<file path="src/rtl/ftdi_245fifo_bus_arbiter.sv">
// Direction scheduler for the shared FT60x 245-synchronous FIFO bus: grants the
// data/BE bus to RX or TX, inserts turnaround cycles, bounds bursts, alternates on ties.
module ftdi_245fifo_bus_arbiter #(
   parameter int MAX_BURST = 256,
   parameter int CNT_WIDTH = 16
) (
   input  logic                 usb_clk,
   input  logic                 usb_rstn,
   input  logic                 usb_txe_n,
   input  logic                 usb_rxf_n,
   input  logic                 tx_req,
   input  logic                 tx_last,
   input  logic                 rx_afull,
   output logic                 usb_oe_n,
   output logic                 usb_rd_n,
   output logic                 usb_wr_n,
   output logic                 bus_t,
   output logic                 rx_push,
   output logic                 tx_pop,
   output logic                 rx_grant,
   output logic                 tx_grant,
   output logic [CNT_WIDTH-1:0] burst_cnt
);

   typedef enum logic [6:0] {
      IDLE    = 7'b0000001,
      RX_OE   = 7'b0000010,
      RX_RD   = 7'b0000100,
      RX_END  = 7'b0001000,
      TX_TURN = 7'b0010000,
      TX_WR   = 7'b0100000,
      TX_END  = 7'b1000000
   } state_t;

   localparam logic [CNT_WIDTH-1:0] BURST_LAST = CNT_WIDTH'(MAX_BURST - 1);

   state_t state;
   logic   last_dir_rx;
   logic   rx_pend;
   logic   tx_pend;

   assign rx_pend = ~usb_rxf_n & ~rx_afull;
   assign tx_pend = ~usb_txe_n & tx_req;

   // Strobes decode straight from the state register so reset releases the bus at once.
   assign usb_oe_n = ~((state == RX_OE) | (state == RX_RD));
   assign usb_rd_n = ~(state == RX_RD);
   assign bus_t    = ~((state == TX_TURN) | (state == TX_WR));
   assign usb_wr_n = ~((state == TX_WR) & tx_req);
   assign rx_push  = (state == RX_RD) & ~usb_rxf_n;
   assign tx_pop   = (state == TX_WR) & tx_req & ~usb_txe_n;
   assign rx_grant = (state == RX_OE) | (state == RX_RD) | (state == RX_END);
   assign tx_grant = (state == TX_TURN) | (state == TX_WR) | (state == TX_END);

   always_ff @(posedge usb_clk or negedge usb_rstn) begin
      if (!usb_rstn) begin
         state       <= IDLE;
         burst_cnt   <= '0;
         last_dir_rx <= 1'b0;
      end else begin
         case (state)
            IDLE: begin
               // On a tie the direction that did not own the bus last goes first.
               if (rx_pend && (!tx_pend || !last_dir_rx)) begin
                  state     <= RX_OE;
                  burst_cnt <= '0;
               end else if (tx_pend) begin
                  state     <= TX_TURN;
                  burst_cnt <= '0;
               end
            end
            RX_OE:   state <= RX_RD;
            RX_RD: begin
               if (rx_push)
                  burst_cnt <= burst_cnt + CNT_WIDTH'(1);
               if (usb_rxf_n || rx_afull || (rx_push && (burst_cnt == BURST_LAST)))
                  state <= RX_END;
            end
            RX_END: begin
               state       <= IDLE;
               last_dir_rx <= 1'b1;
            end
            TX_TURN: state <= TX_WR;
            TX_WR: begin
               if (tx_pop)
                  burst_cnt <= burst_cnt + CNT_WIDTH'(1);
               if (usb_txe_n || !tx_req || (tx_pop && tx_last) ||
                   (tx_pop && (burst_cnt == BURST_LAST)))
                  state <= TX_END;
            end
            TX_END: begin
               state       <= IDLE;
               last_dir_rx <= 1'b0;
            end
            default: state <= IDLE;
         endcase
      end
   end

   // The chip and the FPGA must never drive the bus at the same time.
   assert property (@(posedge usb_clk) disable iff (!usb_rstn) !(!bus_t && !usb_oe_n));

endmodule

</file>
<file path="config.mk">
export PLATFORM = sky130hd
export DESIGN_NAME = ftdi_245fifo_bus_arbiter
export DESIGN_NICKNAME = d
export VERILOG_FILES = /design/src/rtl/ftdi_245fifo_bus_arbiter.sv
export SDC_FILE = /design/constraint.sdc
export NUM_CORES = 1
export LEC_CHECK = 0
export CAP_MARGIN = 20
export CORE_ASPECT_RATIO = 0.5
export CORE_MARGIN = 2
export CORE_UTILIZATION = 54
export DETAILED_ROUTE_END_ITERATION = 8
export PLACE_DENSITY_LB_ADDON = 0.08
export SLEW_MARGIN = 15
export SYNTH_ARGS = -nofsm -noshare
export SYNTH_HDL_FRONTEND = slang
export SYNTH_SLANG_ARGS = --single-unit
</file>
<file path="constraint.sdc">
create_clock -name usb_clk -period 4.1 [get_ports usb_clk]
set_clock_uncertainty 0.2 [all_clocks]
set_input_delay 0.41 -clock usb_clk [delete_from_list [all_inputs] [get_ports usb_clk]]
set_output_delay 0.41 -clock usb_clk [all_outputs]
set_load 0.05 [all_outputs]
</file>
## Yosys cells after proc, flatten, opt, wreduce, memory -nomap -nowiden

Cells that the tools add are included.

| cells by class | value |
|---|---|
| multiplexer cells | 11 |
| reductions and logical operators | 17 |
| add/subtract/negate cells | 1 |
| bitwise logic cells | 16 |
| equality and inequality tests | 13 |

Operators by type and width:

| cell | count |
|---|---|
| two-way mux 16 bit | 4 |
| case mux 16 bit (3 select lines) | 1 |
| case mux 7 bit (5 select lines) | 1 |
| two-way mux 7 bit | 4 |
| adder 16 x 1 -> 16 bit (second input constant) | 1 |
| equality test 16 x 8 -> 1 bit (second input constant) | 1 |
| equality test 7 x 1 -> 1 bit (second input constant) | 1 |
| equality test 7 x 2 -> 1 bit (second input constant) | 1 |
| equality test 7 x 3 -> 1 bit (second input constant) | 1 |
| equality test 7 x 4 -> 1 bit (second input constant) | 1 |
| equality test 7 x 5 -> 1 bit (second input constant) | 1 |
| equality test 7 x 6 -> 1 bit (second input constant) | 1 |
| equality test 7 bit (second input constant) | 1 |
| NOT 1 bit | 7 |
| logical OR 1 bit | 6 |
| bitwise AND 1 bit | 5 |
| logical AND 1 bit | 4 |
| != test 2 x 1 -> 1 bit (second input constant) | 2 |
| != test 2 bit (second input constant) | 2 |
| bitwise OR 1 bit | 4 |
| AND reduction 4 bit | 1 |
| logical NOT 1 bit | 3 |
| != test 3 bit (second input constant) | 1 |
| AND reduction 3 bit | 1 |
| 3 further kinds | 3 |

| word-level totals | value |
|---|---|
| input bits | 7 |
| output and inout bits | 24 |
| bits in registers | 24 |
| logic and storage cells | 61 |

## Logic depth before layout (Yosys ltp)

Gate-level depths: netlist of run 1.

| logic depth | value |
|---|---|
| depth in word-level cells | 8 |
| mapped depth | 8 |

## Worst setup path before layout of run 1

Ideal clock, no wire load.

| timing | value |
|---|---|
| kind | reg-to-output |
| start point | register state[5] |
| end point | output tx_grant |
| setup slack | 0.144 ns |
| cell stages (with the launch flop) | 4 |
| path buffers | 1 |
| data arrival time | 3.346 ns |
| cells stage by stage | dfrtp_1 clkbuf_1 or2_2 a2111oi_0 |

| between the ends | value |
|---|---|
| word-level cells in the longest chain between the ends | 3 |
| elaborated cells on any way between the ends | 5 |
| those cells by class | 3 x eq/ne; 2 x bitwise |

RTL lines:

| item | line | text |
|---|---|---|
| start: declaration | 37 | `state_t state;` |
| start signal: assignment | 57 | `state <= IDLE;` |
| start signal: assignment | 65 | `state <= RX_OE;` |
| start signal: assignment | 68 | `state <= TX_TURN;` |
| equality test 7 x 5 -> 1 bit / equality test 7 x 6 -> 1 bit (equally long branches) | 53 | `assign tx_grant = (state == TX_TURN) \| (state == TX_WR) \| (state == TX_END);` |
| bitwise OR 1 bit | 53 |  |
| bitwise OR 1 bit * | 53 |  |
| end: declaration | 21 | `output logic tx_grant,` |

Every way passes the cells marked *; elsewhere a longest branch is shown, timed or not.

## Worst setup path in the final report of run 1

| timing | value |
|---|---|
| start point | register state[6] |
| end point | output tx_pop |

| between the ends | value |
|---|---|
| word-level cells in the longest chain between the ends | 3 |

RTL lines:

| item | line | text |
|---|---|---|
| equality test 7 x 6 -> 1 bit | 51 | `assign tx_pop = (state == TX_WR) & tx_req & ~usb_txe_n;` |
| bitwise AND 1 bit (2 in series) | 51 |  |
| end: declaration | 19 | `output logic tx_pop,` |

No other way between the ends.

==> run_results.csv, run 1 <==
group,metric,value,unit
floorplan,die-area,3210,um^2
place,place_ws,1.33,ns
drt,dr.pass1.iters,4,
setup_path,ff2ff_setup_slack,1.21,ns
setup_path,cp_data_required_time,3.49,ns
setup_path,crit-reg2reg-launch,"state[6]",
floorplan,start_util,57.1,%
synth,synth_top_family_by_area,"simple AND/OR/NAND/NOR gates",
layout,design_area,1830,um^2
outcome,outcome,"finished clean",
place,gp_congestion,0.939,
clock_network,clkSlewWorstSetupHoldPaths,0.09,ns
layout,fill_cells,225,
hold_path,min_from,"last_dir_rx",
clock_network,clk_latency,0.27,ns
power_and_ir_drop,power_density,413,nW/um^2
setup_path,crit_fanout,7,
setup_path,cp.arrival,2.47,ns
power_and_ir_drop,irDropWorstVdd,0.000257,V
sta,worst_pin_slew,1.13,ns
floorplan,fp.dieH,41.1,um
grt,grt_max_degree,29,
synth,syn_inst,164,
sta,slew_headroom,24.7,%
synth,synth_edf_count,0,
drt,routedWlPerCell,16.1,um
clock_network,clockBufferDepth,2,
drt,vias_per_cell,6.32,
floorplan,core,2600,um^2
grt,grt_pass1_wl,5.75,mm
sta,drv_slew,0,
synth,synth-async-reset-ratio,100,%
drt,drt_iter0_markers,82,
power_and_ir_drop,leakage,0.702,nW
layout,final_net_count,200,
setup_path,reg2reg_depth,5,
hold_path,hold_path_end,"state[1]",
sta,tns,0,ns
grt,antenna_found_initial,0,
drt,num_vias,1442,
place,place_area,1780,um^2
grt,gr-total-overflow,0,
sta,period_needed,3.08,ns
layout,drive_above_1_share,6.81,%
clock_network,cts-root-buf,"clkbuf_8",
setup_path,cp-start-kind,"flip-flop",
sta,layout_setup_ws,1.02,ns
synth,synthAdderAreaFrac,0.842,%
synth,syn_nets,172,
layout,final_util,70.1,%
setup_path,path_class,"reg2out",
synth,synth.distinct_cells,44,
clock_network,cts.sinks,24,
drt,drc,0,
setup_path,timing.rr.end,"burst_cnt[12]",
clock_network,cts_tree,"built",
synth,synth_flop_cell,"dfrtp_1",
layout,syn_to_final_growth,22.9,%
synth,seq_area_frac_synth,40.5,%
synth,yosysWarnings,0,
sta,setup_viol,0,
clock_network,htreeDepth,1,
sta,hold_slack,0.328,ns
hold_path,min_path_type,"reg2reg",
drt,drtAntennaViolNets,0,
sta,clock.fmax,325,MHz
run,maxCapViolCount,0,
floorplan,ios,31,
hold_path,holdPathStages,1,
synth,ys_ff_latch,24,
clock_network,postCtsSetupBuffers,0,
floorplan,die_x,78.2,um
grt,grt_pass1_vias,1212,
synth,syn_area,1490,um^2
layout,diodes,0,
sta,min_period_over_period,75.0,%
place,port_buffers,30,
synth,synth_area_per_cell,9.06,um^2
synth,synth-compound-area-share,20.8,%
clock_network,cts_buffers,3,
synth,synthMuxAreaShare,0,%
drt,drt-total-wl,3.67,mm
place,dp_hpwl,2.61,mm
sta,finalHoldViolations,0,
setup_path,crit_path_end_kind,"output pin",
synth,yosys.area_share.simple,30.7,%
sta,rsz0062_at_grt,"false",
synth,synth_xor_area_share,1.77,%
grt,grtUsageTotal,24.2,%
floorplan,num_rows,13,
-- worst max-delay path, stage by stage, from the launching register on --
cell and delay [ns]:
dfrtp_1 0.49, nor3_2 0.46, nand4b_2 0.28, nor2_1 0.17, clkdlybuf4s50_1 0.81
-- metal layers --
metal / wire length [um] / track usage, %
met5: 0 / 0
met4: 44 / 5.26
met3: 188 / 5.51
met2: 1740 / 43.3
met1: 1690 / 31.4
-- Yosys cell counts (3+ instances only) --
library cell / number / area [um^2]
o21ai_0: 7 / 35.0
nand2_1: 8 / 30.0
inv_1: 6 / 22.5
nor2_1: 15 / 56.3
buf_6: 3 / 33.8
o31ai_1: 13 / 97.6
nand3_1: 11 / 55.1
clkbuf_1: 4 / 15.0
a21oi_1: 13 / 65.1
and3_1: 4 / 25.0
or4_1: 11 / 82.6
nor3_1: 4 / 20.0
dfrtp_1: 23 / 576
nand4_1: 5 / 31.3
-- layout make-up --
class                           count  area (um^2)  area share, %
Inverter                            6         22.5           1.23
Clock buffer                        4         45.0           2.47
Multi-Input combinational cell    126          805           44.1
Timing Repair Buffer               31          305           16.7
Tap cell                           37         46.3           2.54
Sequential cell                    24          602           33.0
-- worst max-delay path by stage --
stage,start,to,slack (ns),cells after the start
6_report,state[6],tx_pop,1.02,4
5_1_grt,state[6],tx_pop,0.87,4
4_1_cts,state[5],tx_grant,1.06,3
3_5_place_dp,state[0],burst_cnt[12],1.33,5
3_3_place_gp,state[5],tx_grant,1.36,3
2_1_floorplan,state[5],tx_grant,0.14,3
-- cells by family (layout without fill, tap and decap cells) --
family,count (synthesis),count (layout)
buffers and inverters,14,41
xor gates and xnor gates,3,3
DFF,24,24
AOI/OAI and AO/OA,46,46
and+or+nand+nor,76,76
adders and majority gates,1,1
-- sequential cells by signal, indices dropped and copies added, names as in the netlist --
| signal | flops |
|---|---|
| state | 7 |
| burst_cnt | 16 |
| last_dir_rx | 1 |
-- what timing repair did --
| action | in CTS | in global routing |
|---|---|---|
| hold buffers | 0 | 1 |
| hold endpoints to repair | 0 | 23 |
| resized for setup | 0 | 0 |
-- metrics by stage --
step / total power [W] / std cells
after detailed placement: 0.000605 / 223
after global placement: 0.000603 / 223
after CTS: 0.000749 / 227
final: 0.000754 / 228
after floorplan: 0.000546 / 164
after global routing: 0.000798 / 228
-- where the power goes --
group          switching, W  internal, W  total, W
clock             0.0000767    0.0000695  0.000146
sequential        0.0000360     0.000259  0.000295
combinational      0.000220    0.0000937  0.000313
-- cell usage in the layout (no fill, tap or decap), types with 2 or more instances in the layout --
cell,instances
nand2_1,8
nand3_1,11
and3_1,4
o2111ai_1,2
nor4_1,2
nand4_1,5
o21ai_0,7
clkdlybuf4s50_1,29
xor2_1,2
inv_1,6
and2_1,2
a2bb2oi_1,2
a21boi_0,2
or4_1,11
nor2_1,15
dfrtp_1,23
o31ai_1,13
a21oi_1,13
clkbuf_8,3
nor3b_1,2
nor3_1,4
(Power assumes the default switching activity.)
==> run 2: changes to the inputs <==
- CORE_UTILIZATION: 54 -> 50
- clock period: 4.1 -> 3.04 ns (I/O delays scaled with it)
==> run_results.csv, run 2 (synthesis results as in run 1) <==
group,metric,value,unit
outcome,outcome,"finished clean",
clock_network,clk_latency,0.28,ns
clock_network,cts_tree,"built",
sta,finalHoldViolations,0,
drt,routedWlPerCell,15.9,um
place,gp_congestion,0.873,
sta,slew_headroom,50.9,%
grt,antenna_found_initial,0,
setup_path,crit_path_end_kind,"output pin",
setup_path,path_delay_family,"simple AND/OR/NAND/NOR gates",
layout,drive_above_1_share,8.81,%
drt,num_vias,1432,
setup_path,crit_start,"state[1]",
setup_path,slowest_delay,0.69,ns
floorplan,core,2700,um^2
place,dp_hpwl,2.53,mm
power_and_ir_drop,leakage,0.764,nW
clock_network,htreeDepth,1,
floorplan,start_util,55.0,%
setup_path,path_class,"reg2out",
setup_path,timing.rr.end,"burst_cnt[10]",
drt,vias_per_cell,6.23,
setup_path,reg2reg_depth,5,
drt,drtAntennaViolNets,0,
floorplan,fp.dieH,42.5,um
layout,largest_reg_flops,16,
setup_path,critPathBufInv,1,
clock_network,cts_resized,0,
grt,gr-total-overflow,0,
floorplan,die-area,3450,um^2
floorplan,ios,31,
setup_path,critPathCapture,"usb_oe_n",
clock_network,cts_buffers,3,
floorplan,num_rows,13,
power_and_ir_drop,power_density,598,nW/um^2
grt,grtUsageTotal,23.4,%
clock_network,cts_hold_buf,0,
setup_path,crit_cells,4,
clock_network,clockBufferDepth,2,
layout,reg.largest.list,"burst_cnt x16, state x7, last_dir_rx x1",
setup_path,cp-start-kind,"flip-flop",
drt,drt_iter0_markers,49,
drt,drc,0,
drt,dr.pass1.iters,4,
setup_path,cp.arrival,2.39,ns
grt,grt_pass1_vias,1341,
setup_path,ff2ff_setup_slack,0.45,ns
setup_path,cp_slowest_cell,"clkdlybuf4s50_1",
setup_path,crit_fanout,8,
layout,final_net_count,202,
place,place_area,1800,um^2
sta,setup_viol,0,
layout,final_cell_mix,"clkdlybuf4s50_1 (28), dfrtp_1 (23), nor2_1 (15)",
hold_path,min_path_type,"in2async",
layout,fill_cells,235,
place,port_buffers,30,
clock_network,cts.sinks,24,
layout,design_area,1880,um^2
setup_path,worstPathCellList,"nor4_1 -> nand3_1 -> and2_1 -> clkdlybuf4s50_1",
clock_network,clkSlewWorstSetupHoldPaths,0.10,ns
clock_network,cts-root-buf,"clkbuf_8",
sta,drv_slew,0,
sta,clock.fmax,345,MHz
layout,diodes,0,
setup_path,cp_data_required_time,2.54,ns
floorplan,die_x,81.1,um
run,maxCapViolCount,0,
sta,tns,0,ns
sta,min_period_over_period,95.2,%
drt,drt-total-wl,3.67,mm
sta,worst_pin_slew,0.735,ns
sta,period_needed,2.89,ns
sta,rsz0062_at_grt,"false",
layout,top_register,"burst_cnt",
grt,grt_max_degree,29,
setup_path,crit-reg2reg-launch,"state[1]",
layout,syn_to_final_growth,26.6,%
clock_network,postCtsSetupBuffers,0,
power_and_ir_drop,irDropWorstVdd,0.000350,V
grt,grt_pass1_wl,6.26,mm
layout,final_common_cell,"clkdlybuf4s50_1",
-- run 2: power by group --
group / internal, W / total, W / switching [W] / leakage (nW)
Combinational: 0.000138 / 0.000440 / 0.000301 / 0.403
Sequential: 0.000349 / 0.000397 / 0.0000479 / 0.325
Clock: 0.000176 / 0.000289 / 0.000112 / 0.0357
Total: 0.000663 / 0.00112 / 0.000462 / 0.764
-- run 2: through the flow --
step                      utilization [%]  hold slack, ns  setup WS [ns]  power (W)  cells
after floorplan                         -          -0.192          0.163   0.000742    164
after global routing                 69.6           0.225         0.0238    0.00118    230
final                                69.6           0.179          0.145    0.00112    230
after CTS                            69.5           0.192          0.119    0.00112    230
after detailed placement             66.8           0.321          0.431   0.000834    226
after global placement               66.8           0.322          0.461   0.000829    226
-- run 2: final cells by class --
cell class | instances | area, um^2 | area share [%]
clock buffer | 3 | 41.3 | 2.20
tap | 37 | 46.3 | 2.46
sequential | 24 | 602 | 32.0
inverter | 6 | 22.5 | 1.20
multi-input combinational | 126 | 811 | 43.1
timing repair buffer | 33 | 328 | 17.4
clock inverter | 1 | 30.0 | 1.60
-- run 2: how the worst min path moves through the flow --
stage                      startpoint      endpoint  slack (ns)  cells past startpoint
after floorplan              usb_rstn  burst_cnt[0]       -0.19                      0
after global placement    last_dir_rx      state[1]        0.32                      1
after detailed placement  last_dir_rx      state[1]        0.32                      1
after CTS                    usb_rstn  burst_cnt[9]        0.19                      2
after global routing         usb_rstn  burst_cnt[9]        0.23                      2
final                        usb_rstn  burst_cnt[9]        0.18                      2
-- run 2: routing by layer --
metal / up-vias / part of all wire [%] / GRT usage [%]
met4: 0 / 0.98 / 5.42
met5: - / 0 / 0
met2: 37 / 47 / 36.9
li1: 686 / - / -
met3: 4 / 4.0 / 5.39
met1: 705 / 48 / 32.9
==> patch (settings of run 2) <==
The parameter `CNT_WIDTH` goes from 16 to 14.
--- a/src/rtl/ftdi_245fifo_bus_arbiter.sv
+++ b/src/rtl/ftdi_245fifo_bus_arbiter.sv
@@ -3,5 +3,5 @@
 module ftdi_245fifo_bus_arbiter #(
    parameter int MAX_BURST = 256,
-   parameter int CNT_WIDTH = 16
+   parameter int CNT_WIDTH = 14
 ) (
    input  logic                 usb_clk,
Interface: changed (resized burst_cnt); port bits go from 31 to 29. No check against the original RTL was run, so the function may have changed too.
==> patch against run 2 <==
Cell area is 8.3% lower. Fmax up 1.2%. Via count is 13% lower. Routed wire length decreased by 11%. Largest power group is now registers. Synthesized area is 8.8% lower. Hold slack lost 2.7 ps. Count of clock-buffer cells in the layout rose by 1. Total power decreased by 21%. Sequential cell count down 2. Synthesized cell count shrank 6.1%. Non-clock buffer count shrank 2. Setup slack improved by 34 ps. Combinational power is 28% lower.
==> patch: results (changes against run 2) <==
syn nets=162 (was 172); FF-to-FF End=burst_cnt[12] (was burst_cnt[10]); Vias=1239 (was 1432); reg2reg path depth=5 (unchanged); flop-to-flop setup slack=between 400 and 500 ps; synth cell count leaders=dfrtp_1 (21), nor2_1 (14), a21oi_1 (13), o21ai_0 (13), or3_1 (10) (was dfrtp_1 (23), nor2_1 (15), a21oi_1 (13), o31ai_1 (13)); CTS clk-pin slew, worst paths=80 ps (was 100 ps); cell count after synthesis=154 (was 164); post-synth cell types=41 (was 44); CP max stage delay=710 ps (was 690 ps); first-pass GRT wire length=5.31 mm (was 6.26 mm); largest net degree at the start of global routing=23 (was 29); most area-consuming cells after synthesis=dfrtp_1 (39%), a21oi_1 (4.8%), o21ai_0 (4.8%), or3_1 (4.6%), nor2_1 (3.9%) (was dfrtp_1 (39%), o31ai_1 (6.6%), or4_1 (5.6%), a21oi_1 (4.4%), nor2_1 (3.8%)); initial drt markers=83 (was 49); Pleak=0.695 nW (was 0.764 nW); RR Startpoint=state[4] (was state[1]); headroom to the max-slew limit=54.7% (was 50.9%); gpl congestion=0.897 (was 0.873); share of layout cells above drive strength 1=9.39% (was 8.81%); Port Buffers=28 (was 30); XOR/XNOR Fraction of Synth Area=3.23% (was 1.77%); number of global-route vias before repair=1035 (was 1341); sequential share of the synthesized area=40.7% (was 40.5%); vias per cell=5.68 (was 6.23); status=finished clean (unchanged); P_int=544 µW (was 663 µW); peak supply drop=0.246 mV (was 0.350 mV); placed cells=214 (was 226); Data arrival, critical path=2360 ps (was 2390 ps); top flop regs=burst_cnt: 14 flops, state: 7 flops, last_dir_rx: 1 flops (was burst_cnt: 16 flops, state: 7 flops, last_dir_rx: 1 flops); Setup crit end=usb_wr_n (was usb_oe_n); Post-DP HPWL=2.28 mm (was 2.53 mm); total global-route track usage=22.6% (was 23.4%); Final #Nets=190 (was 202)
## patch: cell types whose count changed after synthesis, sizes merged, moves of 3 or more
cell and delta:
nand2b +4, nand3 -3, nand4 -4, nor3 +3
o21ai +5, o31ai -13, or3 +9, or4 -8
## patch: power by group through the flow
stage          Combinational, mW  Sequential (mW)  Clock (mW)
2_1_floorplan              0.248            0.350           0
3_3_place_gp               0.311            0.350           0
3_5_place_dp               0.312            0.353           0
4_1_cts                    0.315            0.347       0.228
5_1_grt                    0.346            0.353       0.236
6_report                   0.316            0.348       0.223
## patch: layer usage
layer / vias to the layer above / global-route usage, % / share of wire (%)
li1: 618 / - / -
met5: - / 0 / 0
met3: 5 / 5.95 / 4.5
met2: 29 / 34.5 / 43
met1: 587 / 32.4 / 51
met4: 0 / 5.80 / 1.1
## patch: kinds of logic after synthesis
family,Yosys count
and+or+nand+nor,77
xor gates and xnor gates,5
AOI/OAI and AO/OA,37
DFF,22
adders and majority gates,1
buffers and inverters,12
## patch: repair_timing
action / in CTS / in global routing
gates resized for setup: 0 / 3
endpoints found under the setup margin: 0 / 3
hold buffers: 0 / 0
## patch: per-stage QoR
step / hold slack (ps) / setup slack, ps / instance area (µm²)
after floorplan: -192 / 145 / 1360
after global placement: 329 / 389 / 1660
after detailed placement: 344 / 351 / 1660
after CTS: 187 / 43.2 / 1720
after global routing: 208 / 22.0 / 1730
final: 177 / 179 / 1730
## patch: cell type report
type / count / area, µm²
fillers: 225 / 861
multi-input cells: 120 / 739
flip-flops and latches: 22 / 552
repair buffers: 31 / 318
clock buffers: 4 / 55.1
well taps: 37 / 46.3
inverters: 4 / 15.0
## patch: critical path, delay by kind of cell, from the launching register on
family,cells,cell delay [ps]
buffers and inverters,1,710
flip-flops,1,460
AND/OR/NAND/NOR,3,920
